<file path="config.mk">
export PLATFORM = sky130hd
export DESIGN_NAME = compl_angle
export DESIGN_NICKNAME = d
export VERILOG_FILES = /design/src/rtl/compl_angle.sv
export SDC_FILE = /design/constraint.sdc
export NUM_CORES = 1
export LEC_CHECK = 0
export CAP_MARGIN = 10
export CORE_UTILIZATION = 40
export DETAILED_ROUTE_END_ITERATION = 7
export HOLD_SLACK_MARGIN = 0.1
export PLACE_DENSITY = 0.57
export SLEW_MARGIN = 15
export SYNTH_ARGS = -nofsm -noshare
export SYNTH_HDL_FRONTEND = slang
export SYNTH_SLANG_ARGS = --single-unit
</file>
<file path="constraint.sdc">
create_clock -name clk -period 8.6 [get_ports clk]
set_input_delay 1.72 -clock clk [delete_from_list [all_inputs] [get_ports clk]]
set_output_delay 1.72 -clock clk [all_outputs]
set_load 0.005 [all_outputs]
</file>
<file path="src/rtl/compl_angle.sv">
// Rectangular-to-polar converter: iterative vectoring-mode CORDIC returning
// the phase (4096 units per turn) and gain-corrected magnitude of (r, i).
module compl_angle #(
    parameter int unsigned W    = 16,
    parameter int unsigned AW   = 12,
    parameter int unsigned ITER = 12
) (
    input  logic          clk,
    input  logic          rst,
    input  logic          in_valid,
    output logic          in_ready,
    input  logic [W-1:0]  r,
    input  logic [W-1:0]  i,
    output logic          out_valid,
    output logic [AW-1:0] angle,
    output logic [W-1:0]  mag
);

    localparam int unsigned XW      = W + 2;
    localparam int unsigned ZW      = AW + 4;
    localparam int unsigned KW      = $clog2(ITER + 1);
    localparam int unsigned PW      = XW + 15;
    localparam int unsigned GAIN    = 19898;
    localparam int unsigned MAG_MAX = (2 ** W) - 1;

    typedef enum logic [1:0] {IDLE, ROT, FIN} state_t;

    state_t               state_q, state_d;
    logic signed [XW-1:0] x_q, x_d, y_q, y_d;
    logic [ZW-1:0]        z_q, z_d;
    logic [KW-1:0]        k_q, k_d;
    logic                 zero_q, zero_d;
    logic [AW-1:0]        angle_q, angle_d;
    logic [W-1:0]         mag_q, mag_d;
    logic                 out_valid_q, out_valid_d;

    logic signed [XW-1:0] r_ext, i_ext, xsh, ysh;
    logic [XW-1:0]        x_mag;
    logic [ZW-1:0]        z_rnd;
    logic [PW-1:0]        prod, prod_sh;

    // atan(2^-k) in units of 1/16 LSB of the angle (65536 per turn)
    function automatic logic [ZW-1:0] atan_lut(input logic [KW-1:0] k);
        case (k)
            KW'(0):  atan_lut = ZW'(8192);
            KW'(1):  atan_lut = ZW'(4836);
            KW'(2):  atan_lut = ZW'(2555);
            KW'(3):  atan_lut = ZW'(1297);
            KW'(4):  atan_lut = ZW'(651);
            KW'(5):  atan_lut = ZW'(326);
            KW'(6):  atan_lut = ZW'(163);
            KW'(7):  atan_lut = ZW'(81);
            KW'(8):  atan_lut = ZW'(41);
            KW'(9):  atan_lut = ZW'(20);
            KW'(10): atan_lut = ZW'(10);
            KW'(11): atan_lut = ZW'(5);
            default: atan_lut = '0;
        endcase
    endfunction

    // Next-state, datapath and output logic
    always_comb begin
        state_d     = state_q;
        x_d         = x_q;
        y_d         = y_q;
        z_d         = z_q;
        k_d         = k_q;
        zero_d      = zero_q;
        angle_d     = angle_q;
        mag_d       = mag_q;
        out_valid_d = 1'b0;

        r_ext   = XW'($signed(r));
        i_ext   = XW'($signed(i));
        xsh     = x_q >>> k_q;
        ysh     = y_q >>> k_q;
        z_rnd   = z_q + ZW'(8);
        x_mag   = x_q[XW-1] ? '0 : $unsigned(x_q);
        prod    = PW'(x_mag) * PW'(GAIN);
        prod_sh = prod >> 15;

        case (state_q)
            IDLE: begin
                if (in_valid) begin
                    // Fold the left half-plane onto the right, pre-loading 180 degrees
                    if (r[W-1]) begin
                        x_d = -r_ext;
                        y_d = -i_ext;
                        z_d = ZW'(1) << (ZW - 1);
                    end else begin
                        x_d = r_ext;
                        y_d = i_ext;
                        z_d = '0;
                    end
                    zero_d  = (r == '0) && (i == '0);
                    k_d     = '0;
                    state_d = ROT;
                end
            end
            ROT: begin
                if (!y_q[XW-1]) begin
                    x_d = x_q + ysh;
                    y_d = y_q - xsh;
                    z_d = z_q + atan_lut(k_q);
                end else begin
                    x_d = x_q - ysh;
                    y_d = y_q + xsh;
                    z_d = z_q - atan_lut(k_q);
                end
                k_d = k_q + KW'(1);
                if (k_q == KW'(ITER - 1)) begin
                    state_d = FIN;
                end
            end
            FIN: begin
                angle_d = AW'(z_rnd >> 4);
                mag_d   = (prod_sh > PW'(MAG_MAX)) ? '1 : W'(prod_sh);
                if (zero_q) begin
                    angle_d = '0;
                    mag_d   = '0;
                end
                out_valid_d = 1'b1;
                state_d     = IDLE;
            end
            default: state_d = IDLE;
        endcase
    end

    always_ff @(posedge clk) begin
        if (rst) begin
            state_q     <= IDLE;
            x_q         <= '0;
            y_q         <= '0;
            z_q         <= '0;
            k_q         <= '0;
            zero_q      <= 1'b0;
            angle_q     <= '0;
            mag_q       <= '0;
            out_valid_q <= 1'b0;
        end else begin
            state_q     <= state_d;
            x_q         <= x_d;
            y_q         <= y_d;
            z_q         <= z_d;
            k_q         <= k_d;
            zero_q      <= zero_d;
            angle_q     <= angle_d;
            mag_q       <= mag_d;
            out_valid_q <= out_valid_d;
        end
    end

    assign in_ready  = (state_q == IDLE);
    assign out_valid = out_valid_q;
    assign angle     = angle_q;
    assign mag       = mag_q;

endmodule

</file>
## Word level (Yosys, flattened, before mapping)

Memory sizes are Yosys's and may differ from the RTL's. A register that Yosys moved wholly into a read port is not among the register bits.
Index checks and enable logic that the tools add are counted.

| cells by class | value |
|---|---|
| magnitude comparators | 1 |
| equal/unequal tests | 5 |
| add/subtract/negate cells | 10 |
| reduce and logical (&&, ||, !) cells | 8 |
| shifts and indexed selects | 2 |
| multiply operators | 1 |
| muxes and demuxes | 30 |

Operator list:

| operator | number |
|---|---|
| $mux 16 | 9 |
| $mux 18 | 6 |
| $pmux 18 s2 | 2 |
| $add 18x18->18 | 2 |
| $neg 16->18 | 2 |
| $sshr 18x4->18 | 2 |
| $sub 18x18->18 | 2 |
| $logic_not 16->1 | 2 |
| $pmux 16 s2 | 1 |
| $mul 17x14->31 const B | 1 |
| $mux 4 | 5 |
| $gt 17x16->1 const B | 1 |
| $mux 17 | 1 |
| $add 16x16->16 | 1 |
| $add 16x4->16 const B | 1 |
| $sub 16x16->16 | 1 |
| $mux 12 | 1 |
| $pmux 4 s2 | 1 |
| $reduce_and 2->1 | 3 |
| $add 4x1->4 const B | 1 |
| $eq 4x4->1 const B | 1 |
| $mux 2 | 2 |
| $ne 2x2->1 const B | 2 |
| $pmux 2 s2 | 1 |
| 6 further kinds | 6 |

| storage, ports and cells | value |
|---|---|
| memories | 2 |
| logic and storage cells | 68 |
| register bits | 88 |
| memory bits (read-only) | 448 |
| input port bits | 35 |
| output and inout bits | 30 |

Memory list:

| name | words | bits a word | rd ports | clocked after Yosys merged registers in | write ports | RTL line | text |
|---|---|---|---|---|---|---|---|
| (no name shown) | 16 | 14 | 1 | 1 | 0 | 44 | `case (k)` |
| (no name shown) | 16 | 14 | 1 | 1 | 0 | 44 |  |

## Logic depth before layout (Yosys ltp)

Gate-level depths: netlist of run 1.

| logic depth | value |
|---|---|
| word-level depth | 5 |
| mapped depth | 27 |
| depth with buffers taken out | 23 |

## Worst setup path after synthesis of run 1

No wires, ideal clock.

| timing | value |
|---|---|
| path type | register -> register |
| start point | register x_q[17] |
| end point | register mag_q[10] (netlist: mag[10]) |
| data required time | 8,540 ps |
| cell stages (with the launch flop) | 24 |
| path buffers | 4 |
| library setup time | 60 ps |
| clock period less this slack | 6,576 ps |
| arrival time | 6,516 ps |
| slack | 2,024 ps |
| path through | dfxtp_1 -> clkbuf_1 -> clkbuf_1 -> clkbuf_1 -> nor2b_1 -> ha_1 -> fa_1 -> fa_1 -> fa_1 -> fa_1 -> inv_1 -> fa_1 -> inv_1 -> ha_1 -> nand4_1 -> nor3_1 -> o31a_1 -> a21oi_1 -> and2_1 -> o211a_1 -> o2bb2ai_1 -> mux2i_1 -> clkbuf_1 -> a221o_1 |

| between the ends | value |
|---|---|
| cells in the longest elaborated chain, start to end | 5 |

RTL lines:

| what | RTL line | text |
|---|---|---|
| start, declared | 29 | `logic signed [XW-1:0] x_q, x_d, y_q, y_d;` |
| start signal, assigned | 132 | `x_q <= '0;` |
| start signal, assigned | 142 | `x_q <= x_d;` |
| $mux 17 * | 78 | `x_mag = x_q[XW-1] ? '0 : $unsigned(x_q);` |
| $mul 17x14->31 * | 79 | `prod = PW'(x_mag) * PW'(GAIN);` |
| $gt 17x16->1 | 117 | `mag_d = (prod_sh > PW'(MAG_MAX)) ? '1 : W'(prod_sh);` |
| $mux 16 * | 117 |  |
| $mux 16 * | 118 | `if (zero_q) begin` |
| end signal, assigned | 148 | `mag_q <= mag_d;` |
| end, declared | 34 | `logic [W-1:0] mag_q, mag_d;` |

Every way passes the cells marked *; elsewhere a longest branch is shown, timed or not.
A chain may end at the register's enable or synchronous reset.

## Final worst setup path of run 1

| timing | value |
|---|---|
| start point | register x_q[10] |
| end point | register mag_q[10] (netlist: mag[10]) |

The elaborated chain is that of the path after synthesis.

==> results by group, run 1 <==
Status
  – Status: finished, final reports clean

Placed design
  – Pre-CTS setup slack: 1.50 ns
  – Placer Congestion: 0.923
  – Detail Placement HPWL: 31.2 mm
  – Port Buffers: 64

Floorplan
  – Initial Util: 40.6%
  – I/O pin cnt: 65
  – Die ar.: 36800 um2
  – FP Rows: 69
  – Chip width: 192 um
  – Core ar.: 35500 um2
  – Die Span Y: 192 um

Worst setup path
  – CP Capture Point: mag[10]$_SDFFE_PP0P_
  – Path depth of the worst reg2reg path: 19
  – Crit path kind: register to register
  – Arrival time worst endpoint: 7.24 ns
  – Critical Path Sink Type: register
  – CP startpoint kind: register
  – R2R Path End: mag[10]$_SDFFE_PP0P_
  – Reg2reg start: x_q[10]$_SDFFE_PP0P_
  – Flop2flop setup slack: 1.67 ns
  – Crit Path Max Fanout: 15
  – CP required: 8.91 ns
  – Critical path launch point: x_q[10]$_SDFFE_PP0P_

Clock tree
  – Level count of the clock H-tree: 3
  – Post-cts sizing count: 0
  – Setup bufs post-CTS: 0
  – CTS tree: yes
  – CTS Buffer Depth: 2
  – Worst-path clk slew: 0.08 ns
  – CTS Buf Count: 9
  – Root Buffer: clkbuf_16
  – Hold Buf Count CTS: 0
  – Clock sinks: 102
  – Worst-Skew Late Latency: 0.37 ns

Synthesis
  – Synthesized area: 14400 um2
  – Synth Net Count: 2015
  – Xor/xnor share of the synthesized area: 8.49%
  – Average size of a mapped cell: 8.41 um2
  – Multiplexer share of the synthesized area: 8.69%
  – FF+latch count, synth: 102
  – Async set-reset flop share out of synthesis: 0%
  – Post-synthesis compound-gate area fraction: 18.1%
  – Post-synthesis adder-cell area fraction: 27.8%
  – Top_reg_cell synth: dfxtp_1
  – Synth Instances: 1713
  – Distinct cells, synth: 79
  – Ys Warns: 0
  – Largest family of logic cells by synthesized area: adder cells
  – Sequential fraction of the synthesis area: 14.2%
  – Synth Area in Simple Gates: 15.2%
  – Post-synth EDFFs: 0

STA
  – Slew Viols, Final: 0
  – Hold Slack: 0.475 ns
  – Achievable Freq: 0.144 GHz
  – Relative max-transition margin: 29.4%
  – Final hold violations: 0
  – Setup Skew: 0.0119 ns
  – Setup tns final: 0 ns
  – Tmin final: 6.93 ns
  – Worst slew pin tran: 1.06 ns
  – RSZ-0062 raised after global routing: no
  – Min setup slack post-route: 1.67 ns
  – Final worst path period share: 80.6%
  – Setup violators final: 0

Drt
  – Routed WL: 38.9 mm
  – Remaining antenna violation count: 0
  – Via density: 5.59
  – Initial DRC Count: 808
  – Total number of vias: 12240
  – DR DRC count: 0
  – Wirelength per Cell: 17.8 um
  – TritonRoute pass-1 iters: 7

Global routing
  – Antenna violations before repair: 0
  – First-pass GRT wire length: 63.3 mm
  – Gr usage total: 21.8%
  – Overflow after GRT: 0
  – Largest net degree at the start of global routing: 62
  – Vias in the first global route: 11744

Min path
  – Hold Crit Depth: 2
  – Hold/Removal Path Class: register to register

Layout
  – Nets@finish: 2024
  – Final core utilization: 44.2%
  – Commonest non-fill, non-tap cells in the layout: inv_1, ha_1, nor2_1
  – Fill cell count: 3483
  – Commonest non-fill, non-tap cell in the layout: inv_1
  – Layout Area Growth over Synthesis: 8.97%
  – Inserted Diodes: 0
  – Share of layout cells above drive strength 1: 6.02%

Job
  – Max cap viols: 0
## cell usage after synthesis, types with 6 or more instances
| master | n | area [um2] |
|---|---|---|
| dfxtp_1 | 102 | 2040 |
| fa_1 | 88 | 1760 |
| or3_1 | 15 | 93.8 |
| mux4_1 | 6 | 158 |
| a211oi_1 | 29 | 218 |
| nand2b_1 | 20 | 125 |
| o41ai_1 | 7 | 61.3 |
| o31ai_1 | 13 | 97.6 |
| nor3_1 | 37 | 185 |
| buf_2 | 6 | 30.0 |
| inv_1 | 192 | 721 |
| nor2b_1 | 23 | 144 |
| a2111oi_0 | 10 | 87.6 |
| nor2_1 | 159 | 597 |
| buf_1 | 10 | 37.5 |
| mux2i_1 | 26 | 260 |
| o22ai_1 | 8 | 50.1 |
| nand2_1 | 110 | 413 |
| and2_1 | 11 | 68.8 |
| clkbuf_1 | 60 | 225 |
| a31oi_1 | 14 | 87.6 |
| or4_1 | 6 | 45.0 |
| nand3_1 | 31 | 155 |
| mux2_2 | 15 | 169 |
| o21ai_0 | 71 | 355 |
| a21o_1 | 24 | 180 |
| a221o_1 | 16 | 160 |
| xnor2_1 | 74 | 648 |
| ha_1 | 179 | 2240 |
| or2_2 | 9 | 56.3 |
| and3_1 | 6 | 37.5 |
| a21oi_1 | 103 | 515 |
| a22oi_1 | 14 | 105 |
| o21a_1 | 12 | 90.1 |
| nor4_1 | 9 | 56.3 |
| nand4_1 | 10 | 62.6 |
| xor2_1 | 63 | 552 |
| mux4_2 | 29 | 653 |
| o211ai_1 | 19 | 143 |
## final cells by class
type                            count  area (um2)  area share (%)
Timing Repair Buffer               81         763            4.86
Tap cell                          461         577            3.68
Multi-Input combinational cell   1335       11300            71.9
Sequential cell                   102        2050            13.0
Clock inverter                      6        61.3           0.391
Inverter                          193         724            4.62
Clock buffer                       10         239            1.52
## through the flow
step                std cells  instance area [um2]
floorplan                1713                14400
global placement         2172                15400
detailed placement       2172                15400
CTS                      2188                15700
global route             2188                15700
finish                   2188                15700
## how the worst min path moves through the flow
stage / from / to / slack, ns
detailed placement: z_q[2]$_SDFFE_PP0P_ / z_q[2]$_SDFFE_PP0P_ / 0.47
global placement: mag[15]$_SDFFE_PP0P_ / mag[15]$_SDFFE_PP0P_ / 0.45
global route: z_q[2]$_SDFFE_PP0P_ / z_q[2]$_SDFFE_PP0P_ / 0.51
CTS: z_q[2]$_SDFFE_PP0P_ / z_q[2]$_SDFFE_PP0P_ / 0.48
floorplan: z_q[2]$_SDFFE_PP0P_ / z_q[2]$_SDFFE_PP0P_ / 0.45
finish: z_q[2]$_SDFFE_PP0P_ / z_q[2]$_SDFFE_PP0P_ / 0.47
## critical path, cell delays in order (launching register included)
cell       delay (ns)
dfxtp_1          0.51
nor2b_1          0.73
ha_1             0.40
fa_1             0.60
fa_1             0.46
fa_1             0.53
fa_1             0.54
inv_1            0.05
fa_1             0.50
inv_1            0.04
ha_1             0.36
nand4_1          0.15
nor3_1           0.28
o31a_1           0.18
a21oi_1          0.05
and2_1           0.19
o211a_1          0.27
o2bb2ai_1        0.16
mux2i_2          0.64
a221o_1          0.21
## routing by layer
metal	vias up	global-route usage (%)	share of wire (%)
li1	6052	-	-
met1	5895	31.7	49
met2	274	34.4	46
met3	19	2.94	4.8
met4	0	3.75	0.81
met5	-	0	0
## cell families after synthesis
family          Yosys count
compound gates          389
xor+xnor                138
mux                      77
fa+ha+maj               267
simple gates            464
flops                   102
buf+inv                 276
Power of run 1 is not shown: default switching activity piles up to over one toggle a cycle in this logic, so the estimate is an artifact.
==> inputs of run 2 (changes only) <==
--- a/config.mk
+++ b/config.mk
@@ -9,7 +9,7 @@
 export CORE_UTILIZATION = 40
 export DETAILED_ROUTE_END_ITERATION = 7
 export HOLD_SLACK_MARGIN = 0.1
-export PLACE_DENSITY = 0.57
+export PLACE_DENSITY = 0.59
 export SLEW_MARGIN = 15
 export SYNTH_ARGS = -nofsm -noshare
 export SYNTH_HDL_FRONTEND = slang
==> constraint.sdc (replaced) <==
create_clock -name clk -period 6 [get_ports clk]
set_input_delay 1.2 -clock clk [delete_from_list [all_inputs] [get_ports clk]]
set_output_delay 1.2 -clock clk [all_outputs]
set_load 0.005 [all_outputs]
==> run 2 against run 1 <==
Compared with the run above: critical path depth up 6; worst hold slack barely moved; core utilization grew 2.7 points; cell area increased by 6.1%; routed wire length increased by 3.2%; non-clock buffer count rose by 79; flip-flop and latch count unchanged; maximum frequency rose by 20%; clock skew is 0.0038 ns higher; sequential share of layout area decreased by 0.70 points; critical path type unchanged; largest cell class unchanged; highest routed layer unchanged.
==> results by group, run 2 (synthesized netlist as in run 1, its figures left out) <==
Status
  – Status: finished, final reports clean

Worst setup path
  – CP required: 6.26 ns
  – CP startpoint kind: register
  – Crit path kind: register to register
  – Critical Path Sink Type: register
  – Arrival time worst endpoint: 6.04 ns
  – Crit Path Max Fanout: 7

STA
  – Setup violators final: 0
  – Worst slew pin tran: 1.02 ns
  – Slew Viols, Final: 0
  – Min setup slack post-route: 0.217 ns
  – Final hold violations: 0
  – Relative max-transition margin: 31.8%
  – Final worst path period share: 96.4%
  – Setup Skew: 0.0157 ns
  – Achievable Freq: 0.173 GHz
  – Tmin final: 5.78 ns
  – Hold Slack: 0.475 ns

Drt
  – Wirelength per Cell: 17.7 um
  – Routed WL: 40.2 mm
  – TritonRoute pass-1 iters: 5
  – Total number of vias: 12616
  – Remaining antenna violation count: 0
  – DR DRC count: 0
  – Initial DRC Count: 827
  – Via density: 5.57

Floorplan
  – Chip width: 192 um
  – Initial Util: 40.6%
  – Die ar.: 36800 um2
  – Die Span Y: 192 um
  – I/O pin cnt: 65
  – FP Rows: 69
  – Core ar.: 35500 um2

Layout
  – Commonest non-fill, non-tap cells in the layout: inv_1, ha_1, nor2_1
  – Layout Area Growth over Synthesis: 15.6%
  – Commonest non-fill, non-tap cell in the layout: inv_1
  – Final core utilization: 46.9%
  – Nets@finish: 2103
  – Share of layout cells above drive strength 1: 12.5%
  – Inserted Diodes: 0
  – Fill cell count: 3447
  – Reg area: 2050 um2
  – Design area: 16600 um2
  – Multi-input logic area: 11600 um2

Global routing
  – Largest net degree at the start of global routing: 57
  – First-pass GRT wire length: 64.4 mm
  – Antenna violations before repair: 0
  – Overflow after GRT: 0
  – Vias in the first global route: 12199
  – Gr usage total: 22.2%

Clock tree
  – Worst-path clk slew: 0.08 ns
  – Hold Buf Count CTS: 0
  – CTS Buffer Depth: 2
  – CTS Buf Count: 9
  – Clock sinks: 102
  – Level count of the clock H-tree: 3
  – Worst-Skew Late Latency: 0.37 ns
  – CTS tree: yes
  – Root Buffer: clkbuf_16

Placed design
  – Placer Congestion: 0.911
  – Port Buffers: 64
  – Pre-CTS setup slack: -0.276 ns
  – Detail Placement HPWL: 32.0 mm
  – Placement Cell Area: 15900 um2

Job
  – Max cap viols: 0

Min path
  – Hold/Removal Path Class: register to register
-- run 2: cell count changes in the layout (fill, tap and decap cells not counted), moves of 4 or more --
cell     delta
ha_1       -11
buf_6       +5
nor2b_1     -5
nand2_1     -5
buf_4      +71
inv_2       +5
inv_1       -7
ha_4       +10
nand2_4     +4
-- run 2: final cells by class --
cell class,instances,share of cell area (%)
well taps,461,3.46
clock buffers,9,1.35
multi-input cells,1335,69.4
flip-flops and latches,102,12.3
clock inverters,7,0.473
repair buffers,160,8.54
inverters,193,4.42
-- run 2: per-stage QoR --
step	cells	TNS (ns)
CTS	2255	0
detailed placement	2236	-3.88
global placement	2236	-0.842
global route	2267	-0.0120
floorplan	1713	0
finish	2267	0
-- run 2: what timing repair did --
item,4_1_cts,5_1_grt
endpoints found under the hold margin,0,0
gates resized for setup,4,49
gates cloned,0,3
setup buffers,3,9
pin swaps,1,21
setup endpoints to repair,15,17
-- run 2: layer usage --
layer | track usage (%) | part of all wire (%) | vias to the layer above | wire [um]
met1 | 31.4 | 48 | 6088 | 19100
li1 | - | - | 6204 | -
met5 | 0 | 0 | - | 0
met3 | 2.98 | 4.9 | 50 | 1980
met2 | 34.9 | 45 | 274 | 18100
met4 | 6.93 | 2.5 | 0 | 988
-- run 2: worst max-delay path, cell delays in order, from the launching register on --
cell	delay [ns]
dfxtp_4	0.39
inv_8	0.10
nand2_4	0.07
fa_1	0.55
inv_1	0.05
ha_1	0.27
inv_1	0.05
fa_1	0.50
inv_1	0.05
fa_1	0.47
fa_1	0.49
inv_1	0.06
fa_1	0.50
inv_1	0.06
ha_4	0.26
buf_4	0.10
nand4_1	0.15
nor3_2	0.17
o31a_1	0.20
a21oi_2	0.05
and2_4	0.17
o211a_4	0.24
o2bb2ai_4	0.15
mux2i_4	0.21
buf_6	0.14
a221o_1	0.26
-- run 2: worst paths after layout --
kind | startpoint | endpoint | slack [ns] | cells after the start
worst max-delay path | x_q[17]$_SDFFE_PP0P_ | mag[4]$_SDFFE_PP0P_ | 0.22 | 25
worst min-delay path | mag[15]$_SDFFE_PP0P_ | mag[15]$_SDFFE_PP0P_ | 0.47 | 2
worst max register to register | x_q[17]$_SDFFE_PP0P_ | mag[4]$_SDFFE_PP0P_ | 0.22 | 25
worst min register to register | mag[15]$_SDFFE_PP0P_ | mag[15]$_SDFFE_PP0P_ | 0.47 | 2
Power of run 2 is left out for the same reason.
==> inputs of run 3 (changes only) <==
--- a/config.mk
+++ b/config.mk
@@ -10,6 +10,7 @@
 export DETAILED_ROUTE_END_ITERATION = 7
 export HOLD_SLACK_MARGIN = 0.1
 export PLACE_DENSITY = 0.59
+export REMOVE_ABC_BUFFERS = 1
 export SLEW_MARGIN = 15
 export SYNTH_ARGS = -nofsm -noshare
 export SYNTH_HDL_FRONTEND = slang
==> run 3 against run 2 <==
Compared with the run above: cell count decreased by 0.18%; flip-flop and latch count unchanged; count of clock-buffer cells in the layout increased by 2; sequential share of layout area increased by 0.092 points; cell area decreased by 0.92%; worst hold slack about the same; core utilization decreased by 0.43 points; routed wire length about the same; register-to-register slack about the same; first-iteration DRC count decreased by 24%; critical endpoint is now mag[5]$_SDFFE_PP0P_.
==> results by group, run 3 (synthesized netlist as in run 1, its figures left out) <==
Status
  – Status: finished, final reports clean

Global routing
  – Vias in the first global route: 12179
  – Overflow after GRT: 0
  – First-pass GRT wire length: 64.3 mm
  – Antenna violations before repair: 0
  – Largest net degree at the start of global routing: 45
  – Gr usage total: 22.3%

Placed design
  – Port Buffers: 64
  – Detail Placement HPWL: 32.1 mm
  – Post-Place Cells: 2242
  – Placer Congestion: 0.916
  – Placement Cell Area: 15900 um2

Layout
  – Design area: 16500 um2
  – Nets@finish: 2099
  – Commonest non-fill, non-tap cells in the layout: inv_1, ha_1, nor2_1
  – Layout Area Growth over Synthesis: 14.5%
  – Inserted Diodes: 0
  – Commonest non-fill, non-tap cell in the layout: inv_1
  – Share of layout cells above drive strength 1: 11.8%
  – Non-filler cells, final: 2263
  – Fill cell count: 3503

Drt
  – Initial DRC Count: 625
  – Wirelength per Cell: 17.7 um
  – TritonRoute pass-1 iters: 5
  – Routed WL: 40.2 mm
  – Via density: 5.51
  – Remaining antenna violation count: 0
  – DR DRC count: 0
  – Total number of vias: 12469

STA
  – Achievable Freq: 0.173 GHz
  – Setup violators final: 0
  – Setup tns final: 0 ns
  – Tmin final: 5.79 ns
  – Slew Viols, Final: 0
  – Relative max-transition margin: 33.2%
  – Worst slew pin tran: 0.999 ns
  – Setup Skew: 0.0163 ns
  – Final hold violations: 0
  – Final worst path period share: 96.5%

Clock tree
  – CTS Buffer Depth: 2
  – CTS Buf Count: 9
  – Level count of the clock H-tree: 3
  – Worst-Skew Late Latency: 0.39 ns
  – Worst-path clk slew: 0.09 ns
  – CTS tree: yes
  – Hold Buf Count CTS: 0
  – Clock sinks: 102
  – Root Buffer: clkbuf_16

Worst setup path
  – Max incr delay on CP: 0.54 ns
  – Slowest-stage cell, CP: fa_1
  – CP required: 6.27 ns
  – Crit Path Max Fanout: 10
  – CP startpoint kind: register
  – Arrival time worst endpoint: 6.06 ns
  – Crit path kind: register to register
  – Critical Path, Cell by Cell: clkinv_4 > buf_8 > nand2_1 > buf_4 > fa_1 > inv_1 > ha_1 > inv_1 > fa_1 > inv_1 > fa_1 > fa_1 > ha_1 > ha_4 > nand4_1 > nor3_2 > o31a_1 > a21oi_1 > and2_4 > o211a_1 > o2bb2ai_2 > mux2i_2 > buf_6 > a221o_1
  – Critical Path Sink Type: register
  – Crit path top cell by count: fa_1

Floorplan
  – Die Span Y: 192 um
  – Chip width: 192 um
  – Core ar.: 35500 um2
  – FP Rows: 69
  – Initial Util: 40.6%
  – Die ar.: 36800 um2
  – I/O pin cnt: 65

Job
  – Max cap viols: 0

Min path
  – Hold/Removal Path Class: register to register
[run 3: changes by cell type in the layout (fill, tap and decap cells not counted), moves of 3 or more]
cell / change
buf_4: -3
dfxtp_2: +3
inv_1: +3
inv_2: -3
[run 3: final timing paths]
| path | startpoint | endpoint | slack [ns] | depth (start not counted) |
|---|---|---|---|---|
| worst max-delay path | x_q[17]$_SDFFE_PP0P_ | mag[5]$_SDFFE_PP0P_ | 0.21 | 24 |
| worst min-delay path | z_q[2]$_SDFFE_PP0P_ | z_q[2]$_SDFFE_PP0P_ | 0.47 | 2 |
| worst max register to register | x_q[17]$_SDFFE_PP0P_ | mag[5]$_SDFFE_PP0P_ | 0.21 | 24 |
| worst min register to register | z_q[2]$_SDFFE_PP0P_ | z_q[2]$_SDFFE_PP0P_ | 0.47 | 2 |
[run 3: what timing repair did]
| item | in CTS | in global routing |
|---|---|---|
| resized for setup | 2 | 58 |
| cloned | 0 | 1 |
| setup endpoints to repair | 15 | 17 |
| buffers inserted | 0 | 4 |
| pin swaps | 0 | 8 |
[run 3: worst max-delay path, delay by kind of cell, from the launching register on]
family	cells	cell delay, ns
AOI/OAI and AO/OA	5	0.86
muxes	1	0.19
adders and majority gates	7	2.92
and+or+nand+nor	4	0.59
buffers and inverters	7	0.76
DFF	1	0.35
[run 3: final cells by class]
| cell class | count | area (um2) | share of cell area (%) |
|---|---|---|---|
| Clock buffer | 11 | 233 | 1.41 |
| Clock inverter | 5 | 41.3 | 0.250 |
| Inverter | 193 | 733 | 4.44 |
| Multi-Input combinational cell | 1335 | 11500 | 69.6 |
| Sequential cell | 102 | 2050 | 12.4 |
| Tap cell | 461 | 577 | 3.50 |
| Timing Repair Buffer | 156 | 1370 | 8.33 |
[run 3: per-stage QoR]
stage | hold WS (ns) | utilization, % | setup slack [ns]
2_1_floorplan | 0.442 | - | -0.733
3_3_place_gp | 0.460 | 44.9 | 0.108
3_5_place_dp | 0.467 | 44.9 | -0.0251
4_1_cts | 0.477 | 45.7 | 0.0110
5_1_grt | 0.507 | 46.5 | -0.0210
6_report | 0.474 | 46.5 | 0.209
[run 3: per-layer routing]
layer | global-route usage [%] | share of wire, % | up-vias
met5 | 0 | 0 | -
met4 | 5.43 | 1.6 | 0
met3 | 2.78 | 3.5 | 33
met2 | 37.8 | 48 | 214
met1 | 29.9 | 47 | 6018
li1 | - | - | 6204
Power of run 3 is left out for the same reason.
